## src/rtl/pwm_multi_gen.sv

```systemverilog
// Multi-channel PWM generator: one shared prescaler and period counter, with
// per-channel duty/polarity. Config is shadowed and applied only at cycle boundaries.

module pwm_multi_gen_ch #(
  parameter int CNT_WIDTH = 16
) (
  input  logic                 clk,
  input  logic                 rst,
  input  logic                 i_en,
  input  logic [CNT_WIDTH-1:0] i_cnt,
  input  logic [CNT_WIDTH-1:0] i_duty,
  input  logic                 i_pol,
  input  logic                 i_idle_pol,
  output logic                 o_pwm
);
  logic r_pwm;

  always_ff @(posedge clk) begin
    if (rst)       r_pwm <= 1'b0;
    else if (!i_en) r_pwm <= i_idle_pol;
    else           r_pwm <= (i_cnt < i_duty) ^ i_pol;
  end

  assign o_pwm = r_pwm;
endmodule

module pwm_multi_gen #(
  parameter int NUM_CH    = 2,
  parameter int CNT_WIDTH = 16,
  parameter int PRE_WIDTH = 8
) (
  input  logic                        clk,
  input  logic                        rst,
  input  logic                        enable,
  input  logic                        cfg_load,
  input  logic                        cfg_center,
  input  logic [PRE_WIDTH-1:0]        cfg_prescale,
  input  logic [CNT_WIDTH-1:0]        cfg_period,
  input  logic [NUM_CH*CNT_WIDTH-1:0] cfg_duty,
  input  logic [NUM_CH-1:0]           cfg_polarity,
  output logic                        cfg_pending,
  output logic [NUM_CH-1:0]           pwm_out,
  output logic                        cycle_start,
  output logic [CNT_WIDTH-1:0]        counter
);
  logic                              r_sh_center, r_act_center;
  logic [PRE_WIDTH-1:0]              r_sh_pre, r_act_pre;
  logic [CNT_WIDTH-1:0]              r_sh_period, r_act_period;
  logic [NUM_CH-1:0][CNT_WIDTH-1:0]  r_sh_duty, r_act_duty;
  logic [NUM_CH-1:0]                 r_sh_pol, r_act_pol;

  logic [PRE_WIDTH-1:0] r_pre_cnt;
  logic [CNT_WIDTH-1:0] r_cnt;
  logic                 r_down;
  logic                 r_pending;
  logic                 r_cs;

  logic                 w_tick, w_wrap, w_apply, w_upd;
  logic [CNT_WIDTH-1:0] w_cnt_nxt;
  logic                 w_down_nxt;
  logic [NUM_CH-1:0]    w_idle_pol;

  assign w_tick = enable && (r_pre_cnt == r_act_pre);

  // Center mode turns at period and at 0; period==1 turns straight back to up.
  always_comb begin
    w_cnt_nxt  = r_cnt;
    w_down_nxt = r_down;
    if (r_act_period == '0) begin
      w_cnt_nxt  = '0;
      w_down_nxt = 1'b0;
    end else if (!r_act_center) begin
      w_cnt_nxt  = (r_cnt >= r_act_period) ? '0 : r_cnt + 1'b1;
      w_down_nxt = 1'b0;
    end else if (!r_down) begin
      if (r_cnt >= r_act_period) begin
        w_cnt_nxt  = r_act_period - 1'b1;
        w_down_nxt = (r_act_period != CNT_WIDTH'(1));
      end else begin
        w_cnt_nxt  = r_cnt + 1'b1;
      end
    end else begin
      w_cnt_nxt  = r_cnt - 1'b1;
      w_down_nxt = (r_cnt != CNT_WIDTH'(1));
    end
  end

  assign w_wrap  = w_tick && (w_cnt_nxt == '0);
  // While stopped every clk is a boundary, so a pending or fresh config lands at once.
  assign w_apply = !enable || w_wrap;
  assign w_upd   = w_apply && (r_pending || cfg_load);
  assign w_idle_pol = w_upd ? (cfg_load ? cfg_polarity : r_sh_pol) : r_act_pol;

  always_ff @(posedge clk) begin
    if (rst) begin
      r_sh_center  <= 1'b0;
      r_sh_pre     <= '0;
      r_sh_period  <= '0;
      r_sh_duty    <= '0;
      r_sh_pol     <= '0;
      r_act_center <= 1'b0;
      r_act_pre    <= '0;
      r_act_period <= '0;
      r_act_duty   <= '0;
      r_act_pol    <= '0;
      r_pre_cnt    <= '0;
      r_cnt        <= '0;
      r_down       <= 1'b0;
      r_pending    <= 1'b0;
      r_cs         <= 1'b0;
    end else begin
      if (cfg_load) begin
        r_sh_center <= cfg_center;
        r_sh_pre    <= cfg_prescale;
        r_sh_period <= cfg_period;
        r_sh_duty   <= cfg_duty;
        r_sh_pol    <= cfg_polarity;
      end
      if (w_upd) begin
        r_act_center <= cfg_load ? cfg_center   : r_sh_center;
        r_act_pre    <= cfg_load ? cfg_prescale : r_sh_pre;
        r_act_period <= cfg_load ? cfg_period   : r_sh_period;
        r_act_duty   <= cfg_load ? cfg_duty     : r_sh_duty;
        r_act_pol    <= cfg_load ? cfg_polarity : r_sh_pol;
      end
      r_pending <= w_apply ? 1'b0 : (r_pending | cfg_load);
      r_cs      <= w_wrap;
      if (!enable) begin
        r_pre_cnt <= '0;
        r_cnt     <= '0;
        r_down    <= 1'b0;
      end else if (w_tick) begin
        r_pre_cnt <= '0;
        r_cnt     <= w_cnt_nxt;
        r_down    <= w_down_nxt;
      end else begin
        r_pre_cnt <= r_pre_cnt + 1'b1;
      end
    end
  end

  for (genvar k = 0; k < NUM_CH; k++) begin : g_ch
    pwm_multi_gen_ch #(.CNT_WIDTH(CNT_WIDTH)) u_ch (
      .clk        (clk),
      .rst        (rst),
      .i_en       (enable),
      .i_cnt      (r_cnt),
      .i_duty     (r_act_duty[k]),
      .i_pol      (r_act_pol[k]),
      .i_idle_pol (w_idle_pol[k]),
      .o_pwm      (pwm_out[k])
    );
  end

  assign cfg_pending = r_pending;
  assign cycle_start = r_cs;
  assign counter     = r_cnt;
endmodule

```

## config.mk

```make
export PLATFORM = sky130hd
export DESIGN_NAME = pwm_multi_gen
export DESIGN_NICKNAME = d
export VERILOG_FILES = /design/src/rtl/pwm_multi_gen.sv
export SDC_FILE = /design/constraint.sdc
export NUM_CORES = 1
export LEC_CHECK = 0
export CORE_ASPECT_RATIO = 1.75
export CORE_MARGIN = 1
export CORE_UTILIZATION = 30
export CTS_BUF_LIST = sky130_fd_sc_hd__clkbuf_4
export CTS_CLUSTER_SIZE = 20
export DETAILED_ROUTE_END_ITERATION = 8
export PLACE_DENSITY = 0.54
export SLEW_MARGIN = 10
export SYNTH_ARGS = -nofsm -noshare
export SYNTH_HDL_FRONTEND = slang
export SYNTH_SLANG_ARGS = --single-unit
export TNS_END_PERCENT = 1
```

## constraint.sdc

```tcl
create_clock -name clk -period 4.2 [get_ports clk]
set_input_delay 0.84 -clock clk [delete_from_list [all_inputs] [get_ports clk]]
set_output_delay 0.84 -clock clk [all_outputs]
set_load 0.03 [all_outputs]
```

Word level (Yosys, flattened, before mapping)
Index checks and enable logic that the tools add are counted.
{ "word_totals": {"register_bits": 147, "inputBits": 63, "output_inout_bits": 20, "word_cells": 61} }
{ "op_classes": {"n_addsub": 4, "magnitude_cmp": 3, "eq_ne": 3, "n_mux": 17, "bitwise_logic": 4, "reduce_logical": 11} }
{ "op_table": {"columns": ["cell", "n"], "rows": [
  ["$mux W16", 6],
  ["$logic_not A16 Y1", 2],
  ["$lt A16 B16 Y1", 2],
  ["$mux W32", 1],
  ["$ne A16 B1 Y1 const B", 2],
  ["$sub A16 B1 Y16 const B", 2],
  ["$add A16 B1 Y16 const B", 1],
  ["$ge A16 B16 Y1", 1],
  ["$add A8 B1 Y8 const B", 1],
  ["$eq A8 B8 Y1", 1],
  ["$mux W8", 1],
  ["$mux W1", 7],
  ["$mux W2", 2],
  ["$reduce_or A2 Y1", 2],
  ["$logic_and A1 B1 Y1", 3],
  ["$reduce_or A3 Y1", 1],
  ["$logic_or A1 B1 Y1", 2],
  ["$xor A1 B1 Y1", 2],
  ["$logic_not A1 Y1", 1],
  ["$not A1 Y1", 1],
  ["$or A1 B1 Y1", 1]
]} }

Longest topological paths before layout
{ "logic_depth": {"word_depth": 11, "ltp_mapped": 16, "mapped_depth_nobuf": 12} }

Modules after synthesis
From an unflattened synthesis, not the netlist that was laid out.
{ "unflattened": {"cells_unflattened": 926, "hier_area_um2": 8329.2} }
{ "by_module_without_submodules": {"columns": ["mod", "instances", "cells_each", "area_each_um2", "seq_area_each_um2"], "rows": [
  ["pwm_multi_gen", 1, 808, 7448.4, 2902.8],
  ["pwm_multi_gen_ch", 2, 59, 440.4, 20.0]
]} }

Worst setup path before layout
OpenSTA, ideal clock, no wires.
{ "synth_path": {"path_kind": "flip-flop to flip-flop", "startpoint": "reg r_cnt[7] (netlist: counter[7])", "endpoint": "reg r_act_period[13]", "setup_time_ns": 0.085, "arrival_time_ns": 3.447, "required_ns": 4.115, "path_slack_ns": 0.668, "path_stages_with_launch": 15, "n_path_buf": 3, "period_less_slack_ns": 3.532, "path_cell_list": "dfxtp_1 -> ha_1 -> and2_1 -> a221oi_1 -> o21ai_1 -> a21o_1 -> buf_2 -> or3_1 -> a31oi_1 -> nor3_2 -> o22ai_1 -> clkbuf_1 -> clkbuf_1 -> o21ai_0 -> o31ai_2"} }
{ "synth_via": {"elab_chain_cells": 9, "word_cells_on_any_way": 12, "classes_between": "2 x add/sub; 1 x order compare; 5 x mux; 4 x reduce/logical"} }
{ "synth_lines": {"columns": ["element", "line_no", "rtl"], "rows": [
  ["start: declaration", "53", "logic [CNT_WIDTH-1:0] r_cnt;"],
  ["start signal: assignment", "134", "r_cnt <= w_cnt_nxt;"],
  ["$add A16 B1 Y16 or $ge A16 B16 Y1 (tied branches)", "73, 80, 76", null],
  ["$mux W16", "76", "if (r_cnt >= r_act_period) begin"],
  ["$mux W16", "75", "end else if (!r_down) begin"],
  ["$mux W16 (*)", "72", "end else if (!r_act_center) begin"],
  ["$mux W16 (*)", "69", "if (r_act_period == '0) begin"],
  ["$logic_not A16 Y1 (*)", "88", "assign w_wrap = w_tick && (w_cnt_nxt == '0);"],
  ["$logic_and A1 B1 Y1 (*)", "88", null],
  ["$logic_or A1 B1 Y1 (*)", "90", "assign w_apply = !enable || w_wrap;"],
  ["$logic_and A1 B1 Y1 (*)", "91", "assign w_upd = w_apply && (r_pending || cfg_load);"],
  ["end signal: assignment", "122", "r_act_period <= cfg_load ? cfg_period : r_sh_period;"],
  ["end: declaration", "48", "logic [CNT_WIDTH-1:0] r_sh_period, r_act_period;"]
]} }
Every way passes the cells marked *; elsewhere a longest branch is shown, timed or not.
A chain may end at the register's enable or synchronous reset.

Worst setup path after layout
{ "layout_path": {"startpoint": "reg r_act_period[15]", "endpoint": "reg r_act_duty[1] (netlist bit)"} }
{ "layout_via": {"elab_chain_cells": 9, "word_cells_on_any_way": 12, "classes_between": "1 x add/sub; 1 x order compare; 5 x mux; 5 x reduce/logical"} }
{ "layout_lines": {"columns": ["element", "line_no", "rtl"], "rows": [
  ["$sub A16 B1 Y16 or $ge A16 B16 Y1 (tied branches)", "77, 73, 76", null],
  ["$mux W16", "76", null],
  ["$mux W16", "75", null],
  ["$mux W16", "72", null],
  ["$mux W16 (*)", "69", null],
  ["$logic_not A16 Y1 (*)", "88", null],
  ["$logic_and A1 B1 Y1 (*)", "88", null],
  ["$logic_or A1 B1 Y1 (*)", "90", null],
  ["$logic_and A1 B1 Y1 (*)", "91", null],
  ["end signal: assignment", "123", "r_act_duty <= cfg_load ? cfg_duty : r_sh_duty;"],
  ["end: declaration", "49", "logic [NUM_CH-1:0][CNT_WIDTH-1:0] r_sh_duty, r_act_duty;"]
]} }
Marks and branches as above.

==> flow_summary.json <==
{
  "grt_max_degree": 69,
  "synth-seq-area-share_pct": 36.9,
  "post-place-ws_ps": 410,
  "ios": 83,
  "setup_viol": 0,
  "cp_data_required_time_ps": 4640,
  "final_util_pct": 36.9,
  "grt_overflow": 0,
  "maxCapViolations": 0,
  "die_w_um": 125,
  "crit_buf_inv": 3,
  "drt_iter0_markers": 303,
  "cp-start-kind": "flop",
  "total_power_mw": 3.79,
  "fin_crit_sh_pct": 90.9,
  "hold_viol": 0,
  "hp-class": "reg2reg",
  "yosys.cell_count.top_type": "dfxtp_1",
  "crit_fanout": 59,
  "drive_gt1_share_pct": 9.46,
  "grt_pass1_vias": 6778,
  "path_class": "reg2reg",
  "place_area_um2": 9280,
  "vias": 6822,
  "synthesis.instances": 902,
  "hpwl_um": 17400,
  "leakage_nw": 3.82,
  "ctsRootBufferMaster": "clkbuf_4",
  "slew_headroom_pct": 50.3,
  "cts_resized": 0,
  "cts_setup_buffers": 0,
  "cts_sinks": 147,
  "detail_route.wl_per_cell_um": 17.7,
  "synthTopCellsByCount": "147 x dfxtp_1, 110 x nor2_1, 74 x o21ai_0",
  "tns_ps": 0,
  "synth_top_area_cell": "dfxtp_1",
  "synthesis.nets": 1017,
  "worst_pin_slew_ps": 745,
  "die-area_um2": 27200,
  "fin_area_um2": 9580,
  "layout_setup_ws_ps": 382,
  "nNetsFinal": 1098,
  "worst_hold_slack_ps": 486,
  "synth_top_area_share_pct": 36.9,
  "synthArstFlopShare_pct": 0,
  "cts_tree": "yes",
  "port_buffers": 82,
  "synth_seq_cells": 147,
  "critPathCaptureType": "flop",
  "stdcell_count": 1315,
  "gp_congestion": 0.896,
  "wl_um": 23200,
  "clk_pin_slew_ps": 120,
  "synthTopCellsByArea": "dfxtp_1 37%, mux2i_1 8.8%, ha_1 8.2%",
  "arrival_ps": 4260,
  "avgViaCountPerCell": 5.19,
  "core_area_um2": 26000,
  "peakVddDrop_uv": 192,
  "hold_start": "r_act_duty[12]",
  "grt_util_all_layers_pct": 17.7,
  "drv_slew": 0,
  "period_needed_ps": 3820,
  "grt_pass1_wl_um": 37100,
  "r2r-start": "r_act_period[15]",
  "start_util_pct": 30.7,
  "htree_levels": 4,
  "fmax_mhz": 262,
  "antenna_found_initial": 1,
  "ctsHoldBuffers": 0,
  "rows": 78,
  "drc": 0,
  "power.density_nw_per_um2": 396,
  "syn_area_um2": 7970,
  "syn_to_final_growth_pct": 20.3,
  "cp_slowest_cell": "a21o_1",
  "cp_cell_sequence": "inv_1 > ha_1 > nand4_1 > nor3_1 > a21o_1 > nand2_1 > o21ai_0 > nor4_2 > buf_4 > and4_1 > a41oi_4 > buf_12 > o31ai_1",
  "die_h_um": 218,
  "ys_warn_count": 0,
  "dp.cells": 1284,
  "syn_avg_cell_area_um2": 8.83,
  "first_pass_iters": 7,
  "clk_latency_ps": 610,
  "max_stage_delay_ps": 450,
  "synth_ff_type": "dfxtp_1",
  "status": "complete, no violations",
  "ant_nets": 0,
  "synth_cell_types": 66,
  "skew_ps": 40.1,
  "cpLargestDelayFamily": "compound AO/OA/AOI/OAI gates",
  "cts_buffers": 17,
  "setup.worst_path.start": "r_act_period[15]",
  "synth_enable_flop_cells": 0,
  "rsz0062_at_grt": "false",
  "cts_max_path_buffers": 2
}
-- worst reg2reg max path, cell delays in order, from the launching register on --
cell and delay (ps):
dfxtp_1 430, inv_1 110, ha_1 300, nand4_1 180
nor3_1 410, a21o_1 450, nand2_1 280, o21ai_0 390
nor4_2 60, buf_4 170, and4_1 220, a41oi_4 200
buf_12 300, o31ai_1 170
-- path summary, 6_finish.rpt --
kind                                        to  slack, ps  cells past startpoint
worst min register to register  r_act_duty[12]        490                      2
worst min-delay path            r_act_duty[12]        490                      2
worst max register to register   r_act_duty[1]        380                     13
worst max-delay path             r_act_duty[1]        380                     13
-- power by group --
part | switching, mW | leakage [nW] | internal, mW | total (mW)
Combinational | 0.739 | 2.46 | 0.508 | 1.25
Clock | 0.515 | 0.156 | 0.465 | 0.980
Sequential | 0.0666 | 1.20 | 1.50 | 1.57
Total | 1.32 | 3.82 | 2.47 | 3.79
-- cells by family after synthesis --
logic type / after synthesis / share of synthesized area (%)
xor gates and xnor gates: 47 / 5.17
buffers and inverters: 112 / 5.76
and+or+nand+nor: 251 / 16.3
muxes: 70 / 8.80
DFF: 147 / 36.9
adders and majority gates: 52 / 8.17
AOI/OAI and AO/OA: 223 / 18.9
-- state kept, by name, indices dropped and copies added (netlist names) --
signal	count
r_pre_cnt	8
cfg_pending	1
cycle_start	1
r_sh_duty	32
r_sh_center	1
r_act_pre	8
r_sh_pol	2
r_act_period	16
r_act_duty	32
r_down	1
r_act_center	1
r_sh_pre	8
r_act_pol	2
counter	16
r_sh_period	16
g_ch.u_ch.o_pwm	2
-- layer usage --
metal	vias up	part of all wire (%)	global-route usage (%)
met5	-	0	0
met4	0	4.3	9.88
met3	54	3.4	3.07
met2	162	51	31.9
met1	3213	41	19.6
li1	3393	-	-
-- layout by cell type, fill, tap and decap left out, types with 26 or more instances in the layout --
cell type,netlist,routed
xnor2_1,32,32
clkdlybuf4s50_1,0,80
nand3_1,26,26
nor2_1,110,110
o21ai_0,74,74
buf_4,2,40
inv_1,52,52
ha_1,52,52
dfxtp_1,147,147
o31ai_1,52,52
mux2i_1,70,70
-- cell type report --
type	instances	area, µm²
clock inverter	12	164
sequential	147	2940
fill	2679	16400
tap	320	400
timing repair buffer	122	1140
clock buffer	18	135
inverter	52	195
multi-input combinational	643	4600
antenna	1	2.50
(Power assumes the default switching activity.)
